**config.mk**
```make
export PLATFORM = sky130hd
export DESIGN_NAME = vga_timing_gen_flat
export DESIGN_NICKNAME = d
export VERILOG_FILES = /design/src/rtl/vga_timing_pkg.sv /design/src/rtl/vga_timing_gen_if.sv /design/src/rtl/vga_timing_gen_sig_delay.sv /design/src/rtl/vga_timing_gen.sv /design/src/flat_wrapper.sv
export SDC_FILE = /design/constraint.sdc
export NUM_CORES = 1
export LEC_CHECK = 0
export CORE_AREA = 2 2 72 74
export CTS_BUF_LIST = sky130_fd_sc_hd__clkbuf_16
export CTS_CLUSTER_SIZE = 16
export DETAILED_ROUTE_END_ITERATION = 12
export DIE_AREA = 0 0 74 76
export HOLD_SLACK_MARGIN = 0.05
export PLACE_DENSITY_LB_ADDON = 0.2
export SYNTH_ARGS = -nofsm -noshare
export SYNTH_HDL_FRONTEND = slang
export SYNTH_HIERARCHICAL = 1
export SYNTH_SLANG_ARGS = --single-unit
export TNS_END_PERCENT = 30
```
**constraint.sdc**
```tcl
create_clock -name clk -period 3.1 [get_ports clk]
set_clock_uncertainty 0.2 [all_clocks]
set_input_delay 0.775 -clock clk [delete_from_list [all_inputs] [get_ports clk]]
set_output_delay 0.775 -clock clk [all_outputs]
set_load 0.02 [all_outputs]
```
**src/rtl/vga_timing_pkg.sv**
```systemverilog
// Shared 640x480@60 timing constants, RGB565 colours and coordinate types for the video timing path.
package vga_timing_pkg;

    localparam int COORD_W = 12;

    localparam int VGA_H_ACTIVE = 640;
    localparam int VGA_H_FP     = 16;
    localparam int VGA_H_SYNC   = 96;
    localparam int VGA_H_BP     = 48;
    localparam int VGA_H_TOTAL  = VGA_H_ACTIVE + VGA_H_FP + VGA_H_SYNC + VGA_H_BP;

    localparam int VGA_V_ACTIVE = 480;
    localparam int VGA_V_FP     = 10;
    localparam int VGA_V_SYNC   = 2;
    localparam int VGA_V_BP     = 33;
    localparam int VGA_V_TOTAL  = VGA_V_ACTIVE + VGA_V_FP + VGA_V_SYNC + VGA_V_BP;

    localparam logic [15:0] RGB565_BLACK = 16'h0000;
    localparam logic [15:0] RGB565_WHITE = 16'hFFFF;

    typedef logic [COORD_W-1:0] coord_t;
    typedef logic [15:0]        rgb565_t;

    // Stage-0 timing decodes, always active-high inside the pipeline.
    typedef struct packed {
        logic hs;
        logic vs;
        logic de;
        logic fs;
    } tsig_t;

endpackage

```
**src/rtl/vga_timing_gen_if.sv**
```systemverilog
// Pixel-source request/return and transmitter-facing video bus of the timing generator.
interface vga_timing_gen_if;
    import vga_timing_pkg::*;

    coord_t  pic_x;
    coord_t  pic_y;
    rgb565_t pic_data;
    rgb565_t rgb_o;
    logic    hsync_o;
    logic    vsync_o;
    logic    de_o;
    logic    frame_start_o;

    modport master (
        output pic_x, pic_y, rgb_o, hsync_o, vsync_o, de_o, frame_start_o,
        input  pic_data
    );

    modport slave (
        input  pic_x, pic_y, rgb_o, hsync_o, vsync_o, de_o, frame_start_o,
        output pic_data
    );

endinterface

```
**src/rtl/vga_timing_gen_sig_delay.sv**
```systemverilog
// Enable-gated shift register of configurable width and depth.
// Latency: DEPTH advancing cycles.
// Backpressure: none; en low freezes every stage.
module sig_delay #(
    parameter int W     = 4,
    parameter int DEPTH = 1
) (
    input  logic         clk,
    input  logic         rst,
    input  logic         en,
    input  logic [W-1:0] d,
    output logic [W-1:0] q
);

    logic [W-1:0] stage [DEPTH];

    always_ff @(posedge clk) begin
        if (rst) begin
            for (int i = 0; i < DEPTH; i++) begin
                stage[i] <= '0;
            end
        end else if (en) begin
            stage[0] <= d;
            for (int i = 1; i < DEPTH; i++) begin
                stage[i] <= stage[i-1];
            end
        end
    end

    assign q = stage[DEPTH-1];

endmodule

```
**src/rtl/vga_timing_gen.sv**
```systemverilog
// Raster timing generator: drives pixel-source coordinates and realigns sync/de with the returned pixel.
// Latency: PIC_LATENCY+1 cycles from counter state to hsync/vsync/de/rgb outputs.
// Backpressure: none; en low holds all state and forces frame_start_o low.
module vga_timing_gen
    import vga_timing_pkg::*;
#(
    parameter int   H_ACTIVE    = VGA_H_ACTIVE,
    parameter int   H_FP        = VGA_H_FP,
    parameter int   H_SYNC      = VGA_H_SYNC,
    parameter int   H_BP        = VGA_H_BP,
    parameter int   V_ACTIVE    = VGA_V_ACTIVE,
    parameter int   V_FP        = VGA_V_FP,
    parameter int   V_SYNC      = VGA_V_SYNC,
    parameter int   V_BP        = VGA_V_BP,
    parameter logic SYNC_POL    = 1'b0,
    parameter int   PIC_LATENCY = 1
) (
    input  logic              clk,
    input  logic              rst,
    input  logic              en,
    vga_timing_gen_if.master  vif
);

    localparam int H_TOTAL  = H_ACTIVE + H_FP + H_SYNC + H_BP;
    localparam int V_TOTAL  = V_ACTIVE + V_FP + V_SYNC + V_BP;
    localparam int HS_START = H_ACTIVE + H_FP;
    localparam int HS_END   = HS_START + H_SYNC;
    localparam int VS_START = V_ACTIVE + V_FP;
    localparam int VS_END   = VS_START + V_SYNC;

    if (H_TOTAL > 4095 || V_TOTAL > 4095 || PIC_LATENCY < 1 || PIC_LATENCY > 4) begin : g_param_err
        $fatal(1, "vga_timing_gen: totals must fit 12 bits and PIC_LATENCY must be 1..4");
    end

    coord_t      h_cnt;
    coord_t      v_cnt;
    logic [31:0] h_ext;
    logic [31:0] v_ext;
    logic        h_last;
    logic        v_last;
    logic        h_act;
    logic        v_act;
    tsig_t       tsig0;
    tsig_t       tsig_d;

    // Totals are 32-bit sums, so compare against zero-extended counters.
    assign h_ext  = 32'(h_cnt);
    assign v_ext  = 32'(v_cnt);
    assign h_last = (h_ext == 32'(H_TOTAL - 1));
    assign v_last = (v_ext == 32'(V_TOTAL - 1));

    always_ff @(posedge clk) begin
        if (rst) begin
            h_cnt <= '0;
            v_cnt <= '0;
        end else if (en) begin
            if (h_last) begin
                h_cnt <= '0;
                v_cnt <= v_last ? '0 : v_cnt + 12'd1;
            end else begin
                h_cnt <= h_cnt + 12'd1;
            end
        end
    end

    assign h_act    = (h_ext < 32'(H_ACTIVE));
    assign v_act    = (v_ext < 32'(V_ACTIVE));
    assign tsig0.de = h_act & v_act;
    assign tsig0.hs = (h_ext >= 32'(HS_START)) && (h_ext < 32'(HS_END));
    // v_cnt only moves on the line wrap, so vsync edges land on h_cnt = 0.
    assign tsig0.vs = (v_ext >= 32'(VS_START)) && (v_ext < 32'(VS_END));
    assign tsig0.fs = (h_cnt == '0) && (v_cnt == '0);

    assign vif.pic_x = h_act ? h_cnt : '0;
    assign vif.pic_y = v_act ? v_cnt : '0;

    sig_delay #(
        .W     ($bits(tsig_t)),
        .DEPTH (PIC_LATENCY)
    ) u_sig_delay (
        .clk (clk),
        .rst (rst),
        .en  (en),
        .d   (tsig0),
        .q   (tsig_d)
    );

    // tsig_d now lines up with pic_data returned for the same coordinates.
    always_ff @(posedge clk) begin
        if (rst) begin
            vif.hsync_o       <= ~SYNC_POL;
            vif.vsync_o       <= ~SYNC_POL;
            vif.de_o          <= 1'b0;
            vif.rgb_o         <= RGB565_BLACK;
            vif.frame_start_o <= 1'b0;
        end else if (en) begin
            vif.hsync_o       <= tsig_d.hs ? SYNC_POL : ~SYNC_POL;
            vif.vsync_o       <= tsig_d.vs ? SYNC_POL : ~SYNC_POL;
            vif.de_o          <= tsig_d.de;
            vif.rgb_o         <= tsig_d.de ? vif.pic_data : RGB565_BLACK;
            vif.frame_start_o <= tsig_d.fs;
        end else begin
            vif.frame_start_o <= 1'b0;
        end
    end

endmodule

```
**src/flat_wrapper.sv**
```systemverilog
// flat-port wrapper written by rule: the top's interface ports become plain ports
module vga_timing_gen_flat import vga_timing_pkg::*;
#(
    parameter int   H_ACTIVE    = VGA_H_ACTIVE,
    parameter int   H_FP        = VGA_H_FP,
    parameter int   H_SYNC      = VGA_H_SYNC,
    parameter int   H_BP        = VGA_H_BP,
    parameter int   V_ACTIVE    = VGA_V_ACTIVE,
    parameter int   V_FP        = VGA_V_FP,
    parameter int   V_SYNC      = VGA_V_SYNC,
    parameter int   V_BP        = VGA_V_BP,
    parameter logic SYNC_POL    = 1'b0,
    parameter int   PIC_LATENCY = 1
)
  (clk, rst, en, vif_pic_x, vif_pic_y, vif_rgb_o, vif_hsync_o, vif_vsync_o, vif_de_o, vif_frame_start_o, vif_pic_data);
  vga_timing_gen_if vif_i ();
  input  logic clk;
  input  logic rst;
  input  logic en;
  output wire logic [$bits(vif_i.pic_x)-1:0] vif_pic_x;
  output wire logic [$bits(vif_i.pic_y)-1:0] vif_pic_y;
  output wire logic [$bits(vif_i.rgb_o)-1:0] vif_rgb_o;
  output wire logic [$bits(vif_i.hsync_o)-1:0] vif_hsync_o;
  output wire logic [$bits(vif_i.vsync_o)-1:0] vif_vsync_o;
  output wire logic [$bits(vif_i.de_o)-1:0] vif_de_o;
  output wire logic [$bits(vif_i.frame_start_o)-1:0] vif_frame_start_o;
  input wire logic [$bits(vif_i.pic_data)-1:0] vif_pic_data;
  assign vif_pic_x = vif_i.pic_x;
  assign vif_pic_y = vif_i.pic_y;
  assign vif_rgb_o = vif_i.rgb_o;
  assign vif_hsync_o = vif_i.hsync_o;
  assign vif_vsync_o = vif_i.vsync_o;
  assign vif_de_o = vif_i.de_o;
  assign vif_frame_start_o = vif_i.frame_start_o;
  assign vif_i.pic_data = vif_pic_data;
  vga_timing_gen #(.H_ACTIVE(H_ACTIVE), .H_FP(H_FP), .H_SYNC(H_SYNC), .H_BP(H_BP), .V_ACTIVE(V_ACTIVE), .V_FP(V_FP), .V_SYNC(V_SYNC), .V_BP(V_BP), .SYNC_POL(SYNC_POL), .PIC_LATENCY(PIC_LATENCY)) u_core (.clk(clk), .rst(rst), .en(en), .vif(vif_i));
endmodule
```
==> qor.txt <==
CP top delay family = buffers and inverters
synthesized area = 0.00227 sq mm
Sw Pwr = 0.297 mW
Final setup viols = 0
Netlist cell types = 40
HP Class = flop to flop
Tcrit/Tclk final = 97.5%
fin crit period = 3020 ps
Critical Path Start Type = flop
DP Wirelength = 3460 um
MaxCap Viol Count = 0
Final Hold Viols = 0
Worst Path Required = 2120 ps
Die Span Y = 76 um
top_reg_cell synth = dfxtp_1
number of synthesized register bits = 48
Post-synth top cells = dfxtp_1, nor2_1, a22oi_1, nand2_1, a21oi_1
top-area cell type share of the netlist area = 38.8%
area delta synth->final = 36.7%
crit-path cells = and4_1, nor4_4, buf_4, and2_1, clkdlybuf4s50_1
CTS tree = done
antenna-violating nets left = 0
warnings from Yosys = 6
pre-CTS setup slack = 88.8 ps
Switching Fraction = 21.6%
Met3 Wirelength = 294 um
register area share after synthesis = 44.1%
slew margin rel. = 62.5%
remaining global-route overflow = 0
Top Metal Used = met4
flip-flop and latch area = 0.00100 sq mm
Filler cells = 457
synth top area cells = dfxtp_1, nor2_1, a22oi_1, edfxtp_1, a21oi_1
Die Footprint = 0.00562 sq mm
Layout Cells excl Fill = 391
Starting Density = 46.3%
via count = 2047
antenna fix cells = 0
Nets = 343
cell accounting for the most synthesized area = dfxtp_1
CTS H-tree lvls = 2
DRC errors left = 0
Pre-Repair DR Iteration Count = 4
# rows = 26
Worst setup EP type = output pin
global-route wire length before repair = 8590 um
vias per cell = 5.24
port bufs = 57
Root Driver = clkbuf_16
status = finished clean
Routed WL per cell = 12.8 um
Internal Power = 1.08 mW
I/O pins = 63
initial antenna violation count = 0
RSZ-0062 raised after global routing = yes
CP max FO = 5
clk buf depth = 2
placed instance count = 383
Routed WL = 5020 um
Multi-input gate area = 0.00116 sq mm
Gate power share = 8.7%
drt initial violations = 84
CTS Sinks = 48
slowest stage cell, crit path = clkdlybuf4s50_1
EDFF count, synth = 4
syn avg cell area = 8.61 sq um
Arr. time, crit path = 2050 ps
vias in the first global route = 1897
Leak = 1.28 nW
setup slack after layout = 76.8 ps
postcts setup bufs = 0
f_max = 331 MHz
clock share of power = 44.2%
largest net degree at the start of global routing = 25
actual slew at the worst max-slew pin = 562 ps
most frequent cell after synthesis = dfxtp_1
pwr/cell area = 443 mW/mm^2
Min Hold Slack = 281 ps
WP buf/inv = 2
Post-CTS Hold Buffers = 0
CTS clk-pin slew, worst paths = 60 ps
CP Class = flop to output pin
fraction of layout cells with a size suffix above 1 = 6.23%
met1 wire length = 2320 um
Peak VDD IR = 351 uV
Final Cell Area = 0.00311 sq mm
met2 wire length = 2330 um
GRT Util Overall = 19.0%
core area = 0.00491 sq mm
total power = 1.38 mW
Area after DPL = 0.00290 sq mm
Critical Path Max Stage Delay = 590 ps
cell count after synthesis = 264
RePlAce Congestion = 0.780
Max Slew Vio Count = 0
part of the power in registers = 47.1%
ys async rst share = 0%
Clock Latency Late Sink = 290 ps
Die W = 74 um
TritonCTS Buffers = 5
## area by class of cell
class,count,share of cell area (%)
Inverter,7,0.846
Sequential cell,48,32.2
Clock inverter,3,1.37
Multi-Input combinational cell,192,37.5
Clock buffer,5,4.03
Tap cell,70,2.82
Timing Repair Buffer,66,21.2
## timing repair
item,4_1_cts,5_1_grt
setup endpoints to repair,9,9
resized for setup,2,8
gates cloned,0,0
## final timing paths
path / start / end / slack, ps / cells past startpoint
min reg2reg: u_core/vif.vsync_o$_SDFFE_PP1P_ / u_core/vif.vsync_o$_SDFFE_PP1P_ / 280 / 2
max: u_core/v_cnt[8]$_SDFFE_PP0P_ / vif_pic_y[5] / 80 / 5
min: u_core/vif.vsync_o$_SDFFE_PP1P_ / u_core/vif.vsync_o$_SDFFE_PP1P_ / 280 / 2
max reg2reg: u_core/h_cnt[5]$_SDFFE_PP0P_ / u_core/v_cnt[10]$_SDFFE_PP0P_ / 550 / 4
## power groups by stage
stage	Combinational (mW)	Clock (mW)	Sequential (mW)
global route	0.132	0.644	0.650
floorplan	0.0574	0	0.673
finish	0.120	0.608	0.649
global placement	0.120	0	0.662
CTS	0.122	0.620	0.649
detailed placement	0.121	0	0.663
## placed cells by master, fill, tap and decap left out, drive strengths merged, types with 2 or more instances in the layout
cell type      count
nand4b             2
dfxtp             44
clkinv             3
clkdlybuf4s50     49
dlymetal6s2s       8
conb               5
a21oi             14
nand3             10
inv                6
nor2              33
clkbuf             5
and3              11
nor4               4
or3                6
edfxtp             4
nand4              6
xor2               3
and4               2
ha                 4
buf                9
nand2b             2
xnor2              7
o31ai              4
and2              11
or4                7
and3b              4
nor3               8
a22oi             16
o21ai              9
nor4bb             2
nand2             15
## metrics by stage
stage | TNS (ps) | util [%]
floorplan | 0 | -
global placement | 0 | 59.1
detailed placement | 0 | 59.1
CTS | 0 | 62.8
global route | -11.0 | 63.2
finish | 0 | 63.2
## worst reg2reg max path, cell delays in order (launching register included)
cell and delay [ps]:
dfxtp_1 390, or4_4 530, or4_4 660, or4_1 540
a21oi_1 160
## state kept, by name, indices dropped and copies added, names as in the netlist
name	cells
u_core/h_cnt	12
u_core/vif.vsync_o	1
u_core/v_cnt	12
u_core/vif.de_o	1
u_core/vif.frame_start_o	1
u_core/u_sig_delay/stage	4
u_core/vif.rgb_o	16
u_core/vif.hsync_o	1
## routing by layer
| metal | global-route usage (%) | vias up |
|---|---|---|
| li1 | - | 1046 |
| met1 | 24.9 | 936 |
| met2 | 30.5 | 60 |
| met3 | 4.50 | 5 |
| met4 | 6.18 | 0 |
| met5 | 0 | - |
## cells by family after synthesis
logic type | Yosys count | share of synthesized area (%)
compound gates | 44 | 12.2
xor+xnor | 10 | 3.85
fa+ha+maj | 4 | 2.20
buf+inv | 28 | 6.00
flops | 48 | 44.1
mux | 1 | 0.441
other cells | 1 | 0.165
simple gates | 128 | 31.1
Note: power is estimated with default switching activity, not from simulation.
